### config.mk
export PLATFORM = sky130hd
export DESIGN_NAME = spi_share_arb
export DESIGN_NICKNAME = d
export VERILOG_FILES = /design/src/rtl/spi_share_arb.sv
export SDC_FILE = /design/constraint.sdc
export NUM_CORES = 1
export LEC_CHECK = 0
export ABC_AREA = 1
export BUFFER_PORTS_ARGS = -buffer_cell sky130_fd_sc_hd__buf_2
export CELL_PAD_IN_SITES_DETAIL_PLACEMENT = 0
export CELL_PAD_IN_SITES_GLOBAL_PLACEMENT = 1
export CORE_ASPECT_RATIO = 1.4
export CORE_MARGIN = 5
export CORE_UTILIZATION = 41
export CTS_CLUSTER_DIAMETER = 120
export DETAILED_ROUTE_END_ITERATION = 10
export GPL_TIMING_DRIVEN = 0
export PLACE_DENSITY_LB_ADDON = 0.1
export SLEW_MARGIN = 20
export SYNTH_ARGS = -nofsm -noshare
export SYNTH_HDL_FRONTEND = slang
export SYNTH_SLANG_ARGS = --single-unit
export TNS_END_PERCENT = 20
### constraint.sdc
create_clock -name clk125 -period 1.6 [get_ports clk125]
set_clock_uncertainty 0.05 [all_clocks]
set_input_delay 0.16 -clock clk125 [delete_from_list [all_inputs] [get_ports clk125]]
set_output_delay 0.16 -clock clk125 [all_outputs]
set_load 0.01 [all_outputs]
### src/rtl/spi_share_arb.sv
// spi_share_arb: transaction-granular owner arbitration for one shared SPI chip port.
// Requester 0 is the capture engine and requester 1 is the PS bus engine.
// Provides guard time between owners, a fairness limit for requester 0, and a hold watchdog.
module spi_share_arb #(
  parameter int unsigned GUARD_CYC = 4,
  parameter int unsigned TMO_W     = 16,
  parameter int unsigned TMO_CYC   = 50000,
  parameter int unsigned FAIR_MAX  = 4,
  parameter bit          CPOL      = 1'b0
) (
  input  logic clk125,
  input  logic rst,
  input  logic req0,
  input  logic req1,
  output logic gnt0,
  output logic gnt1,
  input  logic m0_sck,
  input  logic m0_csn,
  input  logic m0_sdi,
  output logic m0_sdo,
  input  logic m1_sck,
  input  logic m1_csn,
  input  logic m1_sdi,
  output logic m1_sdo,
  output logic spi_sck,
  output logic spi_csn,
  output logic spi_sdi,
  input  logic spi_sdo,
  output logic busy,
  output logic tmo_err,
  output logic tmo_src
);

  localparam int unsigned GW = (GUARD_CYC > 1) ? $clog2(GUARD_CYC) : 1;
  localparam int unsigned SW = (FAIR_MAX > 0) ? $clog2(FAIR_MAX + 1) : 1;
  localparam logic [GW-1:0]    GUARD_LAST = GW'(GUARD_CYC - 1);
  localparam logic [SW-1:0]    STREAK_MAX = SW'(FAIR_MAX);
  localparam logic [TMO_W-1:0] TMO_LAST   = TMO_W'(TMO_CYC - 1);
  localparam bit               WD_EN      = (TMO_CYC != 0);

  typedef enum logic [1:0] {IDLE, OWN0, OWN1, GUARD} state_t;

  state_t           state, state_nx;
  logic [GW-1:0]    gcnt, gcnt_nx;
  logic [TMO_W-1:0] wdog, wdog_nx;
  logic [SW-1:0]    streak, streak_nx;
  logic [1:0]       lock, lock_nx;
  logic             tmo_err_nx, tmo_src_nx;
  logic             elig0, elig1;

  assign elig0 = req0 & ~lock[0];
  assign elig1 = req1 & ~lock[1];

  // State, counters and registered status outputs.
  always_ff @(posedge clk125) begin
    if (rst) begin
      state   <= IDLE;
      gcnt    <= '0;
      wdog    <= '0;
      streak  <= '0;
      lock    <= '0;
      gnt0    <= 1'b0;
      gnt1    <= 1'b0;
      busy    <= 1'b0;
      tmo_err <= 1'b0;
      tmo_src <= 1'b0;
    end else begin
      state   <= state_nx;
      gcnt    <= gcnt_nx;
      wdog    <= wdog_nx;
      streak  <= streak_nx;
      lock    <= lock_nx;
      gnt0    <= (state_nx == OWN0);
      gnt1    <= (state_nx == OWN1);
      busy    <= (state_nx != IDLE);
      tmo_err <= tmo_err_nx;
      tmo_src <= tmo_src_nx;
    end
  end

  // Arbitration, release, guard timing and watchdog revoke.
  always_comb begin
    state_nx   = state;
    gcnt_nx    = '0;
    wdog_nx    = '0;
    streak_nx  = streak;
    lock_nx    = lock & {req1, req0};
    tmo_err_nx = 1'b0;
    tmo_src_nx = tmo_src;
    case (state)
      IDLE: begin
        if (elig0 && !(elig1 && (streak == STREAK_MAX))) begin
          state_nx = OWN0;
          if (elig1) streak_nx = streak + SW'(1);
        end else if (elig1) begin
          state_nx  = OWN1;
          streak_nx = '0;
        end
      end
      OWN0: begin
        wdog_nx = wdog + TMO_W'(1);
        if (!req0) begin
          state_nx = GUARD;
        end else if (WD_EN && (wdog == TMO_LAST)) begin
          state_nx   = GUARD;
          tmo_err_nx = 1'b1;
          tmo_src_nx = 1'b0;
          lock_nx[0] = 1'b1;
        end
      end
      OWN1: begin
        wdog_nx = wdog + TMO_W'(1);
        if (!req1) begin
          state_nx = GUARD;
        end else if (WD_EN && (wdog == TMO_LAST)) begin
          state_nx   = GUARD;
          tmo_err_nx = 1'b1;
          tmo_src_nx = 1'b1;
          lock_nx[1] = 1'b1;
        end
      end
      GUARD: begin
        gcnt_nx = gcnt + GW'(1);
        if (gcnt == GUARD_LAST) state_nx = IDLE;
      end
      default: state_nx = IDLE;
    endcase
  end

  // Pin mux follows the registered owner; idle pins when nobody owns the port.
  always_comb begin
    spi_csn = 1'b1;
    spi_sck = CPOL;
    spi_sdi = 1'b0;
    m0_sdo  = 1'b0;
    m1_sdo  = 1'b0;
    case (state)
      OWN0: begin
        spi_csn = m0_csn;
        spi_sck = m0_sck;
        spi_sdi = m0_sdi;
        m0_sdo  = spi_sdo;
      end
      OWN1: begin
        spi_csn = m1_csn;
        spi_sck = m1_sck;
        spi_sdi = m1_sdi;
        m1_sdo  = spi_sdo;
      end
      default: ;
    endcase
  end

endmodule

==> reports/summary.txt <==
DR iter-0 viols: 56
DR vias: 1413
CTS Buf Count: 5
worst-margin pin slew: 313 ps
Antenna Cells: 0
total grt overflow: 0
Seq/Total Area, Yosys: 0.376
Leak: 0.826 nW
vias in the first global route: 1391
CP Launch Type: flip-flop
share of cells above drive strength 1: 0.236
Critical Path Fanout Max: 4
post-route antenna net violation count: 0
largest net degree at the start of global routing: 11
Slowest cell on crit path: dfxtp_4
status: finished, violations left
first-pass GRT wire length: 6000 um
Critical Path RT: 1390 ps
syn_nets: 245
Post-synth EDFFs: 0
antenna violations before repair: 0
Max Cap Viol: 0
Port Buffers: 20
Total GRT Usage: 0.142
Final period util: 1.00
pwr/cell area: 1340 mW/mm^2
Syn Area/Cell: 7.10 sq um
Die W: 62.8 um
Crit path max-delay family: flip-flops
Peak VDD IR: 0.970 mV
FP Rows: 26
dpl hpwl: 2620 um
worst hold path type: input port to flip-flop
die span in y: 83.9 um
Yosys cell types: 26
Slew Viols, Final: 0
total routed wirelength: 3390 um
minimum clock period: 1600 ps
Worst Slack Setup Final: -4.89 ps
Pre-Repair DR Iteration Count: 4
Routed wire per std cell: 11.5 um
Final Hold Violating Endpoints: 0
DIE AREA: 0.00526 sq mm
Core Area: 0.00371 sq mm
Synth warnings: 0
failing checks: negative setup slack
RSZ-0062 raised after global routing: yes
H-tree depth: 2
max_slew headroom: 0.791
layout overhead on the synthesized area: 19.9%
Final nets: 273
ys async rst share: 0
DRC: 0
top_reg_cell synth: dfxtp_1
crit path cell chain: inv_6 -> ha_4 -> inv_4 -> a221o_1 -> buf_2
CTS tree: yes
achievable clock frequency: 623 MHz
crit end category: output pin
GPL Wtd Cong: 0.831
Top Ports: 21
CTS sink count: 30
Final Setup Violations: 1
Mapped Area: 0.00160 sq mm
WHS: 71.6 ps
Total Power: 2.56 mW
Longest Clk Path Bufs: 2
crit path DAT: 1390 ps
worst path bufs/invs: 3
Initial Util: 0.431
Root Driver: clkbuf_8
CP Class: flip-flop to output pin
vias per cell: 4.77
Worst-path clk slew: 70 ps
CP max stage delay: 380 ps
Worst-Skew Late Latency: 280 ps
#FFs+latches synth: 30
quantity of hold-fixing buffers added after cts: 0
Post-Syn Instances: 225
## layout make-up
type	instances	area, sq um
fillers	405	1790
multi-input cells	155	887
flip-flops and latches	30	606
inverters	38	153
repair buffers	23	123
clock buffers	6	82.6
well taps	42	52.6
clock inverters	2	12.5
## state kept, by name, indices dropped and copies added, names as in the netlist
register,cells
streak,3
gnt1,1
wdog,16
gcnt,2
gnt0,1
busy,1
tmo_err,1
tmo_src,1
state,2
lock,2
## cells by family (layout without fill, tap and decap cells)
| family | after synthesis | in the layout | share of synthesized area |
|---|---|---|---|
| AND/OR/NAND/NOR | 109 | 109 | 0.325 |
| buffers and inverters | 40 | 69 | 0.0955 |
| AO/OA/AOI/OAI | 33 | 33 | 0.111 |
| flip-flops | 30 | 30 | 0.376 |
| adder cells (fa/ha/maj) | 9 | 9 | 0.0705 |
| XOR/XNOR | 4 | 4 | 0.0219 |
## stage by stage
step	TNS [ps]	util	std cells	cell area (sq um)	setup slack, ps
after floorplan	0	-	225	1600	169
after global placement	-1720	0.472	287	1750	-291
after detailed placement	-1480	0.472	287	1750	-245
after CTS	-32.0	0.509	295	1890	-32.0
after global routing	-98.3	0.517	296	1920	-77.3
final	-4.89	0.517	296	1920	-4.89
## layout by cell type, fill, tap and decap left out, types with 4 or more instances in the layout
master / n
nor3_1: 4
nor2_1: 32
nand2_1: 47
a21oi_1: 18
nand3_2: 5
nand3_1: 8
clkbuf_8: 6
o21ai_0: 8
buf_2: 20
ha_1: 4
dfxtp_1: 28
inv_1: 32
## Yosys cell counts (2+ instances only)
| cell | number | share of area |
|---|---|---|
| inv_2 | 2 | 0.0047 |
| nand4_1 | 3 | 0.012 |
| nand2_2 | 2 | 0.0078 |
| nor3_4 | 2 | 0.020 |
| xor2_1 | 3 | 0.016 |
| dfxtp_1 | 30 | 0.38 |
| nor3_1 | 4 | 0.013 |
| nor2_2 | 2 | 0.0078 |
| nor2_1 | 33 | 0.078 |
| nand3_2 | 6 | 0.038 |
| o21ai_1 | 3 | 0.0094 |
| inv_1 | 35 | 0.082 |
| o21ai_0 | 8 | 0.025 |
| a21oi_1 | 18 | 0.056 |
| ha_1 | 9 | 0.070 |
| nand3_1 | 8 | 0.025 |
| nand2_1 | 47 | 0.11 |
| nor2_4 | 2 | 0.014 |
## what timing repair did
action / in CTS / in global routing
setup buffers: 2 / 1
setup endpoints to repair: 19 / 8
resized for setup: 12 / 7
pin swaps: 1 / 1
## worst reg2reg max path, cell delays in order, from the launching register on
cell and delay [ps]:
dfxtp_4 380, inv_6 50, buf_4 130, ha_2 200
nor2_1 80, o21ai_0 80, a21oi_1 180, nand2_1 90
nand3_2 80, nand2_1 50
## power breakdown
| part | internal (mW) | switching [mW] | total, mW |
|---|---|---|---|
| Clock | 0.345 | 0.302 | 0.648 |
| Sequential | 0.847 | 0.0578 | 0.905 |
| Combinational | 0.406 | 0.599 | 1.01 |
| Total | 1.60 | 0.959 | 2.56 |
## final timing paths
path / start / endpoint / slack [ps] / cells past startpoint
max: state[0] / spi_csn / -5 / 5
min: req1 / lock[1] / 70 / 3
max reg2reg: state[0] / busy / 130 / 9
min reg2reg: gcnt[0] / gcnt[0] / 370 / 1
## metal layers
| metal | track usage | share of wire |
|---|---|---|
| met2 | 0.249 | 0.52 |
| met3 | 0.0526 | 0.037 |
| met5 | 0 | 0 |
| met4 | 0.0521 | 0.016 |
| met1 | 0.153 | 0.42 |
Note: power is estimated with default switching activity, not from simulation.
